--- config.mk ---
export PLATFORM = sky130hd
export DESIGN_NAME = alu_issue_ctrl_flat
export DESIGN_NICKNAME = d
export VERILOG_FILES = /design/src/rtl/alu_issue_ctrl_if.sv /design/src/rtl/alu_issue_ctrl.sv /design/src/flat_wrapper.sv
export SDC_FILE = /design/constraint.sdc
export NUM_CORES = 1
export LEC_CHECK = 0
export ABC_AREA = 1
export BUFFER_PORTS_ARGS = -buffer_cell sky130_fd_sc_hd__buf_2
export CORE_MARGIN = 5
export CORE_UTILIZATION = 30
export DETAILED_ROUTE_END_ITERATION = 7
export GPL_TIMING_DRIVEN = 0
export PLACE_DENSITY = 0.48
export SYNTH_ARGS = -nofsm -noshare
export SYNTH_HDL_FRONTEND = slang
export SYNTH_SLANG_ARGS = --single-unit
export TNS_END_PERCENT = 1
--- constraint.sdc ---
create_clock -name clk -period 1.44 [get_ports clk]
set_input_delay 0 -clock clk [delete_from_list [all_inputs] [get_ports clk]]
set_output_delay 0 -clock clk [all_outputs]
set_load 0.02 [all_outputs]
--- src/rtl/alu_issue_ctrl_if.sv ---
// Instruction, ALU-side and writeback signals of the ALU issue controller.
// slave = the controller, master = whatever drives instructions and hosts the ALU.
interface alu_issue_ctrl_if;
  logic       instr_valid;
  logic       instr_ready;
  logic [3:0] instr_op;
  logic [1:0] instr_rd;
  logic [1:0] instr_rs;
  logic [7:0] instr_imm;
  logic       instr_use_imm;
  logic       instr_use_carry;
  logic [2:0] instr_shamt;

  logic [7:0] alu_a;
  logic [7:0] alu_b;
  logic       alu_cin;
  logic [3:0] alu_opcode;
  logic [2:0] alu_shift_amt;
  logic [7:0] alu_res;
  logic       alu_cout;
  logic       alu_zero;
  logic       alu_sign;
  logic       alu_overflow;

  logic       wb_valid;
  logic       wb_ready;
  logic [7:0] wb_data;
  logic [1:0] wb_rd;
  logic [3:0] wb_flags;

  modport slave (
    input  instr_valid, instr_op, instr_rd, instr_rs, instr_imm,
           instr_use_imm, instr_use_carry, instr_shamt,
           alu_res, alu_cout, alu_zero, alu_sign, alu_overflow, wb_ready,
    output instr_ready, alu_a, alu_b, alu_cin, alu_opcode, alu_shift_amt,
           wb_valid, wb_data, wb_rd, wb_flags
  );

  modport master (
    output instr_valid, instr_op, instr_rd, instr_rs, instr_imm,
           instr_use_imm, instr_use_carry, instr_shamt,
           alu_res, alu_cout, alu_zero, alu_sign, alu_overflow, wb_ready,
    input  instr_ready, alu_a, alu_b, alu_cin, alu_opcode, alu_shift_amt,
           wb_valid, wb_data, wb_rd, wb_flags
  );
endinterface

--- src/rtl/alu_issue_ctrl.sv ---
// Issue/writeback sequencer for the 8-bit combinational ALU: 4x8 register file,
// {C,Z,N,V} flag register, IDLE -> EXEC -> WB per instruction.
module alu_issue_ctrl #(
  parameter int CNT_W = 16
) (
  input  logic              clk,
  input  logic              rst_n,
  alu_issue_ctrl_if.slave   bus,
  output logic [3:0]        flags,
  output logic              illegal,
  output logic [CNT_W-1:0]  retired
);

  typedef enum logic [1:0] {IDLE, EXEC, WB} state_t;

  state_t     state, state_nxt;
  logic [7:0] regs [4];
  logic [1:0] rd_q;
  logic       reserved;
  logic       movi;
  logic [7:0] cap_data;
  logic [3:0] cap_flags;

  // The latched opcode lives in alu_opcode, so decode straight from it in EXEC.
  assign reserved = (bus.alu_opcode >= 4'b1101);
  assign movi     = (bus.alu_opcode == 4'b1100);

  always_ff @(posedge clk or negedge rst_n) begin
    if (!rst_n) state <= IDLE;
    else        state <= state_nxt;
  end

  always_comb begin
    state_nxt       = state;
    bus.instr_ready = 1'b0;
    bus.wb_valid    = 1'b0;
    illegal         = 1'b0;
    case (state)
      IDLE: begin
        bus.instr_ready = 1'b1;
        if (bus.instr_valid) state_nxt = EXEC;
      end
      EXEC: begin
        if (reserved) begin
          illegal   = 1'b1;
          state_nxt = IDLE;
        end else begin
          state_nxt = WB;
        end
      end
      WB: begin
        bus.wb_valid = 1'b1;
        if (bus.wb_ready) state_nxt = IDLE;
      end
      default: state_nxt = IDLE;
    endcase
  end

  // Flags cannot change between accept and capture, so flags[3] is the accept-time C.
  always_comb begin
    cap_data  = bus.alu_res;
    cap_flags = {flags[3], bus.alu_zero, bus.alu_sign, bus.alu_overflow};
    if (movi) begin
      cap_data  = bus.alu_b;
      cap_flags = {flags[3], (bus.alu_b == '0), bus.alu_b[7], 1'b0};
    end else if (bus.alu_opcode[3:1] == 3'b000) begin
      cap_flags[3] = bus.alu_cout;
    end
  end

  always_ff @(posedge clk or negedge rst_n) begin
    if (!rst_n) begin
      for (int unsigned i = 0; i < 4; i++) regs[i] <= '0;
      flags             <= '0;
      retired           <= '0;
      rd_q              <= '0;
      bus.alu_a         <= '0;
      bus.alu_b         <= '0;
      bus.alu_cin       <= 1'b0;
      bus.alu_opcode    <= '0;
      bus.alu_shift_amt <= '0;
      bus.wb_data       <= '0;
      bus.wb_rd         <= '0;
      bus.wb_flags      <= '0;
    end else begin
      if (state == IDLE && bus.instr_valid) begin
        bus.alu_a         <= regs[bus.instr_rd];
        bus.alu_b         <= bus.instr_use_imm ? bus.instr_imm : regs[bus.instr_rs];
        bus.alu_opcode    <= bus.instr_op;
        bus.alu_shift_amt <= bus.instr_shamt;
        bus.alu_cin       <= bus.instr_use_carry & flags[3];
        rd_q              <= bus.instr_rd;
      end
      if (state == EXEC && !reserved) begin
        bus.wb_data  <= cap_data;
        bus.wb_flags <= cap_flags;
        bus.wb_rd    <= rd_q;
      end
      if (state == WB && bus.wb_ready) begin
        regs[bus.wb_rd] <= bus.wb_data;
        flags           <= bus.wb_flags;
        retired         <= retired + CNT_W'(1);
      end
    end
  end

endmodule

--- src/flat_wrapper.sv ---
// flat-port wrapper written by rule: the top's interface ports become plain ports
module alu_issue_ctrl_flat 
#(
  parameter int CNT_W = 16
)
  (clk, rst_n, flags, illegal, retired, bus_instr_valid, bus_instr_op, bus_instr_rd, bus_instr_rs, bus_instr_imm, bus_instr_use_imm, bus_instr_use_carry, bus_instr_shamt, bus_alu_res, bus_alu_cout, bus_alu_zero, bus_alu_sign, bus_alu_overflow, bus_wb_ready, bus_instr_ready, bus_alu_a, bus_alu_b, bus_alu_cin, bus_alu_opcode, bus_alu_shift_amt, bus_wb_valid, bus_wb_data, bus_wb_rd, bus_wb_flags);
  alu_issue_ctrl_if bus_i ();
  input  logic clk;
  input  logic rst_n;
  output logic [3:0] flags;
  output logic illegal;
  output logic [CNT_W-1:0] retired;
  input wire logic [$bits(bus_i.instr_valid)-1:0] bus_instr_valid;
  input wire logic [$bits(bus_i.instr_op)-1:0] bus_instr_op;
  input wire logic [$bits(bus_i.instr_rd)-1:0] bus_instr_rd;
  input wire logic [$bits(bus_i.instr_rs)-1:0] bus_instr_rs;
  input wire logic [$bits(bus_i.instr_imm)-1:0] bus_instr_imm;
  input wire logic [$bits(bus_i.instr_use_imm)-1:0] bus_instr_use_imm;
  input wire logic [$bits(bus_i.instr_use_carry)-1:0] bus_instr_use_carry;
  input wire logic [$bits(bus_i.instr_shamt)-1:0] bus_instr_shamt;
  input wire logic [$bits(bus_i.alu_res)-1:0] bus_alu_res;
  input wire logic [$bits(bus_i.alu_cout)-1:0] bus_alu_cout;
  input wire logic [$bits(bus_i.alu_zero)-1:0] bus_alu_zero;
  input wire logic [$bits(bus_i.alu_sign)-1:0] bus_alu_sign;
  input wire logic [$bits(bus_i.alu_overflow)-1:0] bus_alu_overflow;
  input wire logic [$bits(bus_i.wb_ready)-1:0] bus_wb_ready;
  output wire logic [$bits(bus_i.instr_ready)-1:0] bus_instr_ready;
  output wire logic [$bits(bus_i.alu_a)-1:0] bus_alu_a;
  output wire logic [$bits(bus_i.alu_b)-1:0] bus_alu_b;
  output wire logic [$bits(bus_i.alu_cin)-1:0] bus_alu_cin;
  output wire logic [$bits(bus_i.alu_opcode)-1:0] bus_alu_opcode;
  output wire logic [$bits(bus_i.alu_shift_amt)-1:0] bus_alu_shift_amt;
  output wire logic [$bits(bus_i.wb_valid)-1:0] bus_wb_valid;
  output wire logic [$bits(bus_i.wb_data)-1:0] bus_wb_data;
  output wire logic [$bits(bus_i.wb_rd)-1:0] bus_wb_rd;
  output wire logic [$bits(bus_i.wb_flags)-1:0] bus_wb_flags;
  assign bus_i.instr_valid = bus_instr_valid;
  assign bus_i.instr_op = bus_instr_op;
  assign bus_i.instr_rd = bus_instr_rd;
  assign bus_i.instr_rs = bus_instr_rs;
  assign bus_i.instr_imm = bus_instr_imm;
  assign bus_i.instr_use_imm = bus_instr_use_imm;
  assign bus_i.instr_use_carry = bus_instr_use_carry;
  assign bus_i.instr_shamt = bus_instr_shamt;
  assign bus_i.alu_res = bus_alu_res;
  assign bus_i.alu_cout = bus_alu_cout;
  assign bus_i.alu_zero = bus_alu_zero;
  assign bus_i.alu_sign = bus_alu_sign;
  assign bus_i.alu_overflow = bus_alu_overflow;
  assign bus_i.wb_ready = bus_wb_ready;
  assign bus_instr_ready = bus_i.instr_ready;
  assign bus_alu_a = bus_i.alu_a;
  assign bus_alu_b = bus_i.alu_b;
  assign bus_alu_cin = bus_i.alu_cin;
  assign bus_alu_opcode = bus_i.alu_opcode;
  assign bus_alu_shift_amt = bus_i.alu_shift_amt;
  assign bus_wb_valid = bus_i.wb_valid;
  assign bus_wb_data = bus_i.wb_data;
  assign bus_wb_rd = bus_i.wb_rd;
  assign bus_wb_flags = bus_i.wb_flags;
  alu_issue_ctrl #(.CNT_W(CNT_W)) u_core (.clk(clk), .rst_n(rst_n), .bus(bus_i), .flags(flags), .illegal(illegal), .retired(retired));
endmodule
After elaboration in Yosys (flattened, before gate mapping)
Cells that the tools add are included.
Widths: inputs -> output; s select.
- $add $sub $neg: 1
- order comparisons: 5
- equality and inequality tests: 5
- mux-type cells: 22
- bitwise logic cells: 4
- reduce and logical (&&, ||, !) cells: 9
- operators with widths (kind ; count):
    $mux 8 ; 7
    $bmux 8 s2 ; 2
    $bwmux 32 ; 1
    $add 16x1->16 const B ; 1
    $demux 8 s2 ; 1
    $ge 3x3->1 const B ; 3
    $not 2->3 ; 3
    $logic_not 8->1 ; 1
    $mux 1 ; 6
    $mux 2 ; 3
    $pmux 2 s3 ; 1
    $eq 4x4->1 const B ; 1
    $ge 4x4->1 const B ; 1
    $logic_and 1x1->1 ; 4
    $ne 2x2->1 const B ; 2
    $logic_not 3->1 ; 1
    $lt 3x1->1 const B ; 1
    $mux 3 ; 1
    $eq 2x1->1 const B ; 1
    $eq 2x2->1 const B ; 1
    $logic_not 2->1 ; 1
    $reduce_and 2->1 ; 1
    $and 1x1->1 ; 1
    $logic_not 1->1 ; 1
- register bits after elaboration: 94
- input port bits: 37
- logic and storage cells: 62

Logic depth before layout (Yosys ltp)
Gate-level depths: netlist of the first run.
- word-level depth: 6
- depth in mapped cells: 8

Worst setup path after synthesis of the first run
Ideal clock, no wire load.
- path type: register to register
- start: register u_core.state[1]
- end: register u_core.bus.alu_b[4]
- arrival time: 1323 ps
- required time: 1303 ps
- path slack: -20 ps
- stages on the path, launching flop included: 6
- clock period less this slack: 1460 ps
- cells stage by stage: dfrtp_1 nor2_1 nand2_1 buf_2 a21oi_1 a22oi_1
- word-level cells in the longest chain between the ends: 2
- ends and longest elaborated chain (item ; RTL line ; source):
    start: declaration ; alu_issue_ctrl.sv:16 ; state_t state, state_nxt;
    start signal: assignment ; alu_issue_ctrl.sv:30 ; else state <= state_nxt;
    $logic_not 2->1 ; alu_issue_ctrl.sv:86 ; if (state == IDLE && bus.instr_valid) begin
    $logic_and 1x1->1 ; alu_issue_ctrl.sv:86 ;
    end signal: assignment ; alu_issue_ctrl.sv:88 ; bus.alu_b <= bus.instr_use_imm ? bus.instr_imm : regs[bus.instr_rs];
    end: declaration ; alu_issue_ctrl_if.sv:35 ; output instr_ready, alu_a, alu_b, alu_cin, alu_opcode, alu_shift_amt,
No other way between the ends.
A chain may end at the register's enable or synchronous reset.

Worst setup path after layout of the first run
- start: register u_core.state[0]
- end: register u_core.regs[8] (netlist bit)
- word-level cells in the longest chain between the ends: 2
- ends and longest elaborated chain (item ; RTL line ; source):
    $eq 2x2->1 ; alu_issue_ctrl.sv:99 ; if (state == WB && bus.wb_ready) begin
    $logic_and 1x1->1 ; alu_issue_ctrl.sv:99 ;
    end signal: indexed assignment ; alu_issue_ctrl.sv:100 ; regs[bus.wb_rd] <= bus.wb_data;
    end: declaration ; alu_issue_ctrl.sv:17 ; logic [7:0] regs [4];
No other way between the ends.

==> flow_summary.yaml, run 1 <==
status:
  status: "complete, but fails checks"
  violations: "hold timing"
timing:
  tns_ns: 0
  hold_viol: 1
  max-slew-margin-rel_pct: 61.6
  finalCriticalPeriod_ns: 1.38
  tightest_slew_ns: 0.576
  setup_violations: 0
  drv_slew: 0
  whs_ns: -0.00466
  fmaxAchievable_mhz: 722
  clock_skew_ns: 0.00884
  min_period_over_period_pct: 96.2
  rsz0062_at_grt: "true"
setup_path:
  cp_max_fo: 10
  worstSetupStartpointType: "register"
  crit_path_max_incr_delay_ns: 0.38
  critPathBufInv: 2
  end_kind: "register"
  worstPathCellList: "inv_2 > nand3_4 > nor3_4 > buf_4 > o21ai_0"
  cp_slowest_cell: "dfrtp_1"
  arrival_ns: 1.61
  critPathKind: "register to register"
  required_ns: 1.66
  crit_family: "simple AND/OR/NAND/NOR gates"
drt:
  ant_nets: 0
  drt_iter0_drc: 345
  wl_met1_um: 7130
  wl_met3_um: 1140
  drt-wirelength-per-cell_um: 17.2
  dr.pass1.iters: 5
  wl_met2_um: 6910
  remaining_drc_errors: 0
  wl_um: 15400
  top_layer_used: "met5"
  routed_via_density: 4.81
  vias: 4304
die:
  chipHeight_um: 133
  die-area_um2: 17600
  num_rows: 44
  die_w_um: 133
  coreArea_um2: 14600
  start_util_pct: 30.8
  io_pins: 98
synthesis:
  yosysTopAreaCell: "dfrtp_1"
  synth_top_area_share_pct: 52.2
  synthTopCellsByArea: "dfrtp_1 52%, nand2_1 13%, o21ai_0 7.4%, inv_1 5.4%, nand3_1 3.7%"
  netlist_area_um2: 4500
  synth_edf_count: 0
  synth_cell_types: 27
  synth_commonest_cells: "154 x nand2_1, 94 x dfrtp_1, 67 x o21ai_0, 65 x inv_1, 39 x nor2_1"
  yosys_warnings: 0
  syn_nets: 590
  synth-main-ff-cell: "dfrtp_1"
  async_reset_ff_share_pct: 100
  post-synth-top-count-cell: "nand2_1"
  ys_seq_area_share_pct: 52.2
  synth_seq_cells: 94
  netlist_instances: 552
  avgSynthCellArea_um2: 8.16
layout:
  nFillCells: 1484
  nNetsFinal: 743
  diodes: 0
  drive_above_1_share_pct: 24.4
  regArea_um2: 2350
  fin_cells: 894
  area_growth_pct: 35.2
  multi_input_area_um2: 1840
hold_path:
  worstHoldPathType: "primary input to register"
clock_network:
  cts_root_buf: "clkbuf_16"
  cts_buffers: 9
  cts_tree: "done"
  clk_path_buf_depth: 2
  clk_latency_ns: 0.35
  h-tree-depth: 3
  clk_pin_slew_ns: 0.06
  cts.sinks: 94
global_routing:
  antenna_found_initial: 1
  grt-ovfl-total: 0
  grt_pass1_vias: 4344
  grt_max_degree: 66
  groute.usage.overall_pct: 18.0
  grt_pass1_wl_um: 24400
placement:
  dp_cells: 831
  hpwlAfterDp_um: 10800
  io_buffers: 94
  place_congestion: 0.838
run:
  max_cap_viol_count: 0
power:
  leakagePower_nw: 3.07
  powerDensity_nw_per_um2: 2000
  ir_drop_mv: 0.877
## cells in the final DEF (no fill, tap or decap), drive strengths merged
cell,netlist,final
dlygate4sd3,0,27
o22ai,8,8
nand2,154,154
o21ai,70,70
xnor2,6,6
nand3,35,35
a31oi,2,2
nand4,6,6
ha,1,1
clkbuf,6,20
clkinvlp,0,1
xor2,2,2
clkinv,1,3
dfrtp,94,94
bufinv,0,2
a21oi,33,33
a22oi,5,5
inv,66,65
nor2,43,43
nor3,5,5
buf,15,128
## flip-flops by register name, summed over array words and instances, names as in the netlist
signal	cells
u_core.bus.alu_a	8
u_core.bus.alu_b	8
u_core.bus.alu_cin	1
u_core.bus.alu_opcode	4
u_core.bus.alu_shift_amt	3
u_core.bus.wb_data	8
u_core.bus.wb_flags	4
u_core.bus.wb_rd	2
u_core.flags	4
u_core.rd_q	2
u_core.regs	32
u_core.retired	16
u_core.state	2
## routing by layer
metal  vias up  global-route usage [%]
met1      2034                    25.3
met4         2                    5.95
met3        19                    4.18
met5         -                       0
met2       159                    27.4
li1       2090                       -
## per-stage QoR
| stage | worst slack (ns) | utilization [%] | power [mW] | cell area [µm²] |
|---|---|---|---|---|
| finish | 0.0551 | 41.6 | 12.2 | 6090 |
| floorplan | 0.0409 | - | 7.33 | 4510 |
| CTS | -0.0728 | 40.3 | 11.9 | 5900 |
| global placement | -0.706 | 35.6 | 9.00 | 5210 |
| detailed placement | -0.393 | 35.8 | 9.11 | 5240 |
| global route | -0.0148 | 41.6 | 13.0 | 6090 |
## worst reg2reg max path: cells and delay by family, from the launching register on
family          cells  cell delay [ns]
compound gates      1             0.12
buf+inv             2             0.32
flops               1             0.38
simple gates        2             0.44
## path summary, 6_finish.rpt
path,from,to,slack [ns],cells after the start
worst max-delay path,u_core.state[0],u_core.regs[8],0.06,5
worst min-delay path,bus_instr_imm[2],u_core.bus.alu_b[2],-0.005,3
worst max register to register,u_core.state[0],u_core.regs[8],0.06,5
worst min register to register,u_core.flags[2],u_core.flags[2],0.48,2
max in group asynchronous,rst_n,u_core.state[1],0.61,3
min in group asynchronous,rst_n,u_core.bus.alu_a[4],0.13,2
## kinds of logic (layout without fill, tap and decap cells)
group	Yosys count	after routing	synth area share (%)
fa+ha+maj	1	1	0.278
simple gates	243	243	23.9
xor+xnor	8	8	1.56
buf+inv	88	246	8.25
compound gates	118	118	13.8
flops	94	94	52.2
## report_power, final
part,internal [mW],leakage [nW],switching (mW)
clock network,1.57,0.157,1.03
registers,3.77,1.15,0.940
logic,1.77,1.76,3.10
## final cells by class
type | instances | share of cell area [%]
clock inverter | 4 | 1.15
inverter | 67 | 4.27
timing repair buffer | 142 | 15.4
sequential | 94 | 38.7
tap | 184 | 3.78
multi-input combinational | 370 | 30.1
buffer | 21 | 2.51
clock buffer | 12 | 4.05
## what timing repair did
action	4_1_cts	5_1_grt
gates cloned	0	0
setup buffers	4	16
hold buffers	27	0
hold endpoints to repair	55	0
pin swaps	3	5
endpoints found under the setup margin	73	69
resized for setup	14	27
Power figures use the tool's default switching activity.
==> run 2, diff against run 1 <==
Settings changed: ABC_AREA 1 to 0.
==> run 2 against run 1 <==
The flow finishes with violations (setup timing); sequential share of layout area up 0.73 points; combinational power up 2%; first-iteration DRC count down 53%; clock power down 8.5%; critical path depth down 1; fmax down 8.2%; clock-buffer cell count down 1; largest power group unchanged; highest routed layer is now met4.
==> flow_summary.yaml, run 2 <==
status:
  status: "complete, but fails checks"
  violations: "setup timing"
setup_path:
  arrival_ns: 1.74
  r2r_slack_ns: -0.07
  required_ns: 1.67
  r2r-start: "u_core.state[0]"
  critPathKind: "register to register"
  rr_worst_depth: 4
  end_kind: "register"
  r2r_end: "u_core.regs[8]"
  cp_max_fo: 8
  worstSetupStartpointType: "register"
drt:
  dr.pass1.iters: 7
  ant_nets: 0
  drt-wirelength-per-cell_um: 19.4
  vias: 3159
  drt_iter0_drc: 161
  wl_met3_um: 771
  remaining_drc_errors: 0
  top_layer_used: "met4"
  wl_met1_um: 5730
  wl_met2_um: 5920
  routed_via_density: 4.87
  wl_um: 12600
synthesis:
  post-synth-top-count-cell: "dfrtp_1"
  yosysTopAreaCell: "dfrtp_1"
  netlist_instances: 313
  synthTopCellsByArea: "dfrtp_1 55%, mux2_2 12%, mux4_2 8.4%, mux2i_1 4.2%, nand2_1 3.0%"
  synth-compound-area-share_pct: 3.07
  synth_seq_cells: 94
  async_reset_ff_share_pct: 100
  avgSynthCellArea_um2: 13.7
  synth_commonest_cells: "94 x dfrtp_1, 47 x mux2_2, 34 x nand2_1, 18 x mux2i_1, 16 x mux4_2"
  synthMuxAreaShare_pct: 26.2
  netlist_area_um2: 4280
  synth_cell_types: 38
  synth_xor_area_share_pct: 3.07
  ys_seq_area_share_pct: 55.0
  synth-adder-area-share_pct: 0.293
  yosys_warnings: 0
  synth-main-ff-cell: "dfrtp_1"
  syn_nets: 351
  synth_top_family_by_area: "multiplexers"
  yosys.area_share.simple_pct: 9.92
  synth_top_area_share_pct: 55.0
  synth_edf_count: 0
die:
  start_util_pct: 30.7
  die-area_um2: 16700
  num_rows: 43
  io_pins: 98
  die_w_um: 129
  coreArea_um2: 13900
  chipHeight_um: 129
timing:
  tns_ns: -1.41
  setup_violations: 44
  rsz0062_at_grt: "true"
  clock_skew_ns: 0.00537
  fin_ws_ns: -0.0691
  min_period_over_period_pct: 105
  fmaxAchievable_mhz: 663
  drv_slew: 0
  hold_viol: 0
  finalCriticalPeriod_ns: 1.51
  whs_ns: 0.113
  tightest_slew_ns: 0.788
  max-slew-margin-rel_pct: 47.5
layout:
  largest_reg_flops: 32
  area_growth_pct: 40.1
  regArea_um2: 2360
  top_register: "u_core.regs"
  diodes: 0
  nNetsFinal: 502
  final_cell_mix: "94 x buf_2, 88 x dfrtp_1, 30 x dlygate4sd3_1"
  drive_above_1_share_pct: 49.3
  mostFrequentLayoutCell: "buf_2"
  nFillCells: 1352
  largest_registers: "u_core.regs x32, u_core.retired x16"
  multi_input_area_um2: 2010
power:
  powerDensity_nw_per_um2: 2020
  ir_drop_mv: 0.913
  power_frac_seq_pct: 39.2
  switchingPower_mw: 4.58
  p_int_mw: 7.53
  leakagePower_nw: 2.86
  power_frac_comb_pct: 41.2
  switching_share_pct: 37.8
  clockPowerShare_pct: 19.6
placement:
  hpwlAfterDp_um: 8170
  io_buffers: 92
  place_congestion: 0.721
clock_network:
  clk_pin_slew_ns: 0.07
  cts_buffers: 9
  cts_tree: "done"
  clk_path_buf_depth: 2
  cts.sinks: 94
  cts_root_buf: "clkbuf_16"
  clk_latency_ns: 0.35
  h-tree-depth: 3
global_routing:
  grt_pass1_wl_um: 18800
  grt-ovfl-total: 0
  antenna_found_initial: 0
  groute.usage.overall_pct: 15.1
  grt_max_degree: 69
  grt_pass1_vias: 3273
hold_path:
  worstHoldPathType: "primary input to async pin"
run:
  max_cap_viol_count: 0
==> run 2: changes by cell type after synthesis, sizes merged, moves of 18 or more <==
| cell | change |
|---|---|
| mux2i | +18 |
| mux2 | +51 |
| nand3 | -28 |
| nand2 | -120 |
| o21ai | -57 |
| a21oi | -25 |
| nor2 | -30 |
| inv | -64 |
==> run 2: cell type report <==
cell class / instances / share of cell area [%]
clock buffers: 11 / 3.88
well taps: 180 / 3.76
clock inverters: 5 / 0.835
flip-flops and latches: 94 / 39.4
repair buffers: 140 / 16.1
inverters: 2 / 0.167
multi-input cells: 203 / 33.6
plain buffers: 14 / 2.26
==> run 2: critical path: stages, from the launching register on <==
cell      delay (ns)
dfrtp_2         0.44
nand3b_4        0.22
nor3b_4         0.24
buf_12          0.18
mux2_4          0.31
==> run 2: how the worst max path moves through the flow <==
stage / from / endpoint / depth (start not counted)
final: u_core.state[0] / u_core.regs[8] / 4
after global routing: u_core.state[1] / u_core.bus.alu_a[2] / 5
after CTS: u_core.state[0] / u_core.regs[7] / 6
after detailed placement: u_core.state[0] / u_core.regs[13] / 3
after global placement: rst_n / u_core.state[1] / 1
after floorplan: u_core.state[0] / u_core.regs[10] / 3
==> run 2: cells by family (layout without fill, tap and decap cells) <==
logic type,Yosys count,after routing
muxes,85,85
xor gates and xnor gates,15,15
DFF,94,94
AOI/OAI and AO/OA,24,24
and+or+nand+nor,77,78
adders and majority gates,1,1
buffers and inverters,17,172
==> run 2: power groups by stage <==
stage / combinational (mW) / clock (mW) / sequential [mW]
detailed placement: 4.17 / 0 / 4.71
finish: 4.99 / 2.38 / 4.75
floorplan: 2.08 / 0 / 5.20
CTS: 4.66 / 2.44 / 4.69
global route: 5.35 / 2.54 / 4.91
global placement: 4.12 / 0 / 4.65
==> run 2: repair_timing <==
action / 4_1_cts / 5_1_grt
pin swaps: 4 / 5
gates cloned: 0 / 3
endpoints found under the setup margin: 73 / 70
gates resized for setup: 41 / 31
hold buffers: 30 / 0
hold endpoints to repair: 89 / 0
setup buffers: 6 / 9
==> run 2: routing by layer <==
metal | global-route usage, % | vias to the layer above
met4 | 3.77 | 0
li1 | - | 1428
met5 | 0 | -
met2 | 24.3 | 104
met3 | 4.70 | 18
met1 | 20.0 | 1609
==> run 2: metrics by stage <==
step / instance area [µm²] / utilization (%) / setup WS (ns) / power, mW / cells
detailed placement: 5010 / 36.0 / -0.378 / 8.88 / 586
global placement: 4980 / 35.8 / -0.840 / 8.77 / 585
global route: 5990 / 43.0 / -0.101 / 12.8 / 649
finish: 5990 / 43.0 / -0.0691 / 12.1 / 649
CTS: 5820 / 41.7 / -0.122 / 11.8 / 638
floorplan: 4300 / - / -0.0539 / 7.28 / 313
